==> src/rtl/image_streamer.sv <==
// Streams one DEPTH-pixel image from a synchronous-read block memory onto a
// valid/ready pixel port through a 2-entry output FIFO.
module image_streamer #(
    parameter int unsigned DATA_W = 8,
    parameter int unsigned ADDR_W = 6,
    parameter int unsigned DEPTH  = 64
) (
    input  logic              clk,
    input  logic              reset,
    input  logic              start,
    output logic              mem_en,
    output logic [ADDR_W-1:0] mem_addr,
    input  logic [DATA_W-1:0] mem_rdata,
    output logic [DATA_W-1:0] px_data,
    output logic              px_valid,
    input  logic              px_ready,
    output logic              px_last,
    output logic              busy,
    output logic              done
);

    localparam logic [ADDR_W-1:0] LAST_ADDR = ADDR_W'(DEPTH - 1);

    typedef enum logic [1:0] {IDLE, READ, DRAIN, FIN} state_t;

    state_t            state;
    state_t            state_n;
    logic              rd_pend;
    logic              rd_pend_last;
    logic              pop;
    logic              last_issue;
    logic [1:0]        level;
    logic [DATA_W-1:0] tail_data;
    logic              tail_valid;
    logic              tail_last;
    logic [DATA_W-1:0] head_data_n;
    logic              head_valid_n;
    logic              head_last_n;
    logic [DATA_W-1:0] tail_data_n;
    logic              tail_valid_n;
    logic              tail_last_n;

    assign pop        = px_valid & px_ready;
    assign last_issue = mem_en && (mem_addr == LAST_ADDR);

    // Slots committed to pixels; a head pixel leaving this cycle frees its slot.
    assign level = 2'(px_valid) + 2'(tail_valid) + 2'(rd_pend) - 2'(pop);

    // State register
    always_ff @(posedge clk or negedge reset) begin
        if (!reset) state <= IDLE;
        else        state <= state_n;
    end

    // Next-state logic
    always_comb begin
        state_n = state;
        case (state)
            IDLE:    if (start) state_n = READ;
            READ:    if (last_issue) state_n = DRAIN;
            DRAIN:   if (pop && px_last) state_n = FIN;
            FIN:     state_n = IDLE;
            default: state_n = IDLE;
        endcase
    end

    // Read issue
    always_comb begin
        mem_en = 1'b0;
        if (state == READ && level < 2'd2) mem_en = 1'b1;
    end

    // Address counter and one-cycle read-return tracking
    always_ff @(posedge clk or negedge reset) begin
        if (!reset) begin
            mem_addr     <= '0;
            rd_pend      <= 1'b0;
            rd_pend_last <= 1'b0;
        end else begin
            rd_pend      <= mem_en;
            rd_pend_last <= last_issue;
            if (mem_en) mem_addr <= last_issue ? '0 : mem_addr + ADDR_W'(1);
        end
    end

    // Shift FIFO: the head entry drives the pixel port directly
    always_comb begin
        head_data_n  = px_data;
        head_valid_n = px_valid;
        head_last_n  = px_last;
        tail_data_n  = tail_data;
        tail_valid_n = tail_valid;
        tail_last_n  = tail_last;
        if (pop) begin
            head_data_n  = tail_data;
            head_valid_n = tail_valid;
            head_last_n  = tail_last;
            tail_valid_n = 1'b0;
            tail_last_n  = 1'b0;
        end
        if (rd_pend) begin
            if (!head_valid_n) begin
                head_data_n  = mem_rdata;
                head_valid_n = 1'b1;
                head_last_n  = rd_pend_last;
            end else begin
                tail_data_n  = mem_rdata;
                tail_valid_n = 1'b1;
                tail_last_n  = rd_pend_last;
            end
        end
    end

    always_ff @(posedge clk or negedge reset) begin
        if (!reset) begin
            px_data    <= '0;
            px_valid   <= 1'b0;
            px_last    <= 1'b0;
            tail_data  <= '0;
            tail_valid <= 1'b0;
            tail_last  <= 1'b0;
        end else begin
            px_data    <= head_data_n;
            px_valid   <= head_valid_n;
            px_last    <= head_last_n;
            tail_data  <= tail_data_n;
            tail_valid <= tail_valid_n;
            tail_last  <= tail_last_n;
        end
    end

    // Status flags registered from the next state
    always_ff @(posedge clk or negedge reset) begin
        if (!reset) begin
            busy <= 1'b0;
            done <= 1'b0;
        end else begin
            busy <= (state_n == READ) || (state_n == DRAIN);
            done <= (state_n == FIN);
        end
    end

endmodule

==> config.mk <==
export PLATFORM = sky130hd
export DESIGN_NAME = image_streamer
export DESIGN_NICKNAME = d
export VERILOG_FILES = /design/src/rtl/image_streamer.sv
export SDC_FILE = /design/constraint.sdc
export NUM_CORES = 1
export LEC_CHECK = 0
export CAP_MARGIN = 20
export CORE_UTILIZATION = 40
export DETAILED_ROUTE_END_ITERATION = 10
export PLACE_DENSITY = 0.66
export SLEW_MARGIN = 0
export SYNTH_ARGS = -nofsm -noshare
export SYNTH_HDL_FRONTEND = slang
export SYNTH_SLANG_ARGS = --single-unit
export TNS_END_PERCENT = 30
==> constraint.sdc <==
create_clock -name clk -period 4.9 [get_ports clk]
set_clock_uncertainty 0.15 [all_clocks]
set_input_delay 0.98 -clock clk [delete_from_list [all_inputs] [get_ports clk]]
set_output_delay 0.98 -clock clk [all_outputs]
set_load 0.03 [all_outputs]
==> impl_metrics.csv <==
group,metric,value,unit
die,core_region_area,3470,um2
yosys,synth_nets,127,
worst_setup_path,cpPeakStageDelay,0.61,ns
yosys,synth_area_leaders,"dfrtp_1 (54%), mux2_2 (12%), mux2_4 (7.0%)",
worst_setup_path,cp_num_buf_inv,5,
clock_network,clk_pin_slew_worst_paths,0.06,ns
worst_setup_path,timing.rr.start,"px_valid$_DFF_PN0_",
yosys,synth_compound_gate_area_share,7.29,%
global_routing,overflow,0,
yosys,yosysTopAreaCellShare,53.6,%
timing,finalHoldViolations,0,
power,p_per_area,768,nW/um2
yosys,synth_mux_area_share,22.7,%
job,maxCapViolations,0,
clock_network,cts_tree,"yes",
worst_setup_path,crit_slowest_cell,"clkdlybuf4s50_1",
worst_setup_path,ff2ff_setup_slack,2.32,ns
detailed_routing,vias,980,
global_routing,grt_pass1_wl,4930,um
hold_path,holdPathStages,1,
worst_setup_path,path_delay_family,"buffers and inverters",
detailed_routing,vias_per_cell,5.03,
yosys,synth_edf_count,0,
yosys,ys_seq_area_share,53.6,%
die,die-area,3980,um2
finish,finalNetCount,164,
hold_path,min_from,"mem_addr[4]$_DFFE_PN0P_",
die,ios,31,
timing,period_share,92.6,%
global_routing,antenna_found_initial,0,
detailed_routing,drtAntennaViolNets,0,
timing,fmax,0.220,GHz
timing,min_period,4.54,ns
power,p_total,1.50,mW
worst_setup_path,crit_path_start_kind,"input pin",
die,initial_core_util,43.1,%
clock_network,postCtsSetupBuffers,0,
timing,slew_viol_final,0,
worst_setup_path,regToRegEndpoint,"busy$_DFF_PN0_",
detailed_routing,dr.pass1.iters,3,
worst_setup_path,path_max_fanout,8,
clock_network,cts_hold_buf,0,
placement,numPortBuffers,30,
timing,tns,0,ns
yosys,post_synth_and_or_nand_nor_area_fraction,8.63,%
yosys,synth_seq_cells,32,
worst_setup_path,arrival,3.41,ns
yosys,synth_common_cells,"dfrtp_1 (32), mux2_2 (16), nand2_1 (9)",
clock_network,cts_buffer_depth,2,
yosys,synth_top_family_by_area,"multiplexers",
power,max-vdd-ir-drop,0.498,mV
global_routing,grt_max_degree,33,
hold_path,min_to,"mem_addr[4]$_DFFE_PN0P_",
status,status,"finished clean",
yosys,syn_avg_cell_area,13.5,um2
yosys,synth_flop_cell,"dfrtp_1",
finish,num_antenna_cells,0,
yosys,ys_types,32,
finish,drive_gt1_share,28.2,%
timing,setup_viol,0,
finish,areaGrowthSynthToFinish,31.1,%
clock_network,clk_latency,0.28,ns
worst_setup_path,worst-setup-path-type,"input pin to primary output",
worst_setup_path,worstRegToRegCells,10,
die,die_height,63.1,um
detailed_routing,dr.first_iter.drc_count,22,
yosys,synth.most_common_cell,"dfrtp_1",
die,std_cell_rows,21,
worst_setup_path,cp-end-kind,"primary output",
power,power_leakage,0.878,nW
clock_network,post_cts_resized,0,
clock_network,cts-buffers-inserted,5,
placement,gp_congestion,0.721,
clock_network,root_buffer,"clkbuf_8",
yosys,ys_warn_count,0,
timing,tightest_slew,1.07,ns
clock_network,cts.sinks,32,
detailed_routing,wl,2810,um
placement,hpwlAfterDp,1990,um
worst_setup_path,crit_chain,"clkdlybuf4s50_1 -> nand2_2 -> inv_2 -> ha_1 -> inv_1 -> ha_1 -> a21oi_4 -> mux2i_4 -> inv_4 -> clkdlybuf4s50_1",
yosys,yosys.area_share.xor_xnor,1.17,%
detailed_routing,drc,0,
yosys,synth.largest_area_cell,"dfrtp_1",
global_routing,grt_pass1_vias,1050,
die,fp.dieW,63.1,um
yosys,synth.cell_area,1490,um2
yosys,syn_inst,111,
worst_setup_path,required,3.77,ns
global_routing,gr-usage-all-layers,16.6,%
timing,relSlewSlack,28.4,%
timing,rsz0062_at_grt,"false",
hold_path,hold_class,"flop to flop",
clock_network,cts-htree-levels,2,
yosys,synth_fa_ha_area_share,3.35,%
detailed_routing,avgRoutedWirePerCell,14.4,um
yosys,postSynth.asyncResetShare,100,%
-- cell type report --
class | count | area [um2]
sequential | 32 | 801
timing repair buffer | 32 | 315
clock buffer | 6 | 72.6
clock inverter | 2 | 35.0
multi-input combinational | 69 | 644
inverter | 8 | 32.5
tap | 46 | 57.6
fill | 320 | 1510
-- power breakdown --
| part | switching, mW | total [mW] | internal, mW | leakage (nW) |
|---|---|---|---|---|
| registers | 0.0950 | 0.474 | 0.379 | 0.383 |
| logic | 0.399 | 0.787 | 0.388 | 0.440 |
| clock network | 0.0927 | 0.243 | 0.151 | 0.0552 |
| total | 0.586 | 1.50 | 0.918 | 0.878 |
-- layer usage --
layer	GRT usage, %	share of wire (%)
met3	5.98	4.8
met2	28.0	52
met4	6.98	2.0
met1	19.0	41
met5	0	0
-- metrics by stage --
step / utilization, % / hold WS, ns / setup slack, ns / instance area, um2 / instances
floorplan: - / 0.318 / 1.32 / 1490 / 111
global placement: 53.4 / 0.334 / 0.408 / 1850 / 187
detailed placement: 53.4 / 0.333 / 0.372 / 1850 / 187
CTS: 56.5 / 0.351 / 0.356 / 1960 / 195
global route: 56.5 / 0.359 / 0.268 / 1960 / 195
finish: 56.5 / 0.352 / 0.360 / 1960 / 195
-- worst reg2reg max path: stages, from the launching register on --
cell and delay, ns:
dfrtp_1 0.45, nand2_2 0.13, inv_2 0.04, ha_1 0.26, inv_1 0.04, ha_1 0.30, a21oi_4 0.18, mux2i_4 0.36
nor2_1 0.14, o22ai_1 0.16, ha_1 0.26
-- worst max-delay path by stage --
stage | from | end | slack [ns] | cells past startpoint
2_1_floorplan | px_ready | mem_en | 1.32 | 9
3_5_place_dp | px_ready | mem_en | 0.37 | 10
3_3_place_gp | px_ready | mem_en | 0.41 | 10
5_1_grt | px_ready | mem_en | 0.27 | 10
4_1_cts | px_ready | mem_en | 0.36 | 10
6_report | px_ready | mem_en | 0.36 | 10
-- kinds of logic after synthesis --
kind of cell | Yosys count
adder cells (fa/ha/maj) | 4
multiplexers | 27
XOR/XNOR | 2
flip-flops | 32
buffers and inverters | 10
AND/OR/NAND/NOR | 22
AO/OA/AOI/OAI | 14
-- registers in the layout, indices dropped and copies added (netlist names) --
signal and flops:
done 1, tail_last 1, tail_valid 1, rd_pend_last 1, tail_data 8, rd_pend 1, state 2, px_data 8
px_last 1, px_valid 1, mem_addr 6, busy 1
-- cell usage in the layout, fill, tap and decap left out, types with 2 or more instances in the layout --
cell type,Yosys,layout
mux2_4,7,7
xnor2_1,2,2
inv_1,6,6
nand3_1,4,4
clkbuf_8,0,5
ha_1,4,4
mux2_2,16,16
and3_1,2,2
o22ai_1,3,3
nand2_1,9,9
nand2_2,2,2
clkdlybuf4s50_1,0,30
mux2i_1,2,2
dfrtp_1,32,32
o21ai_1,2,2
a21oi_1,2,2
buf_4,0,2
(Power assumes the default switching activity.)
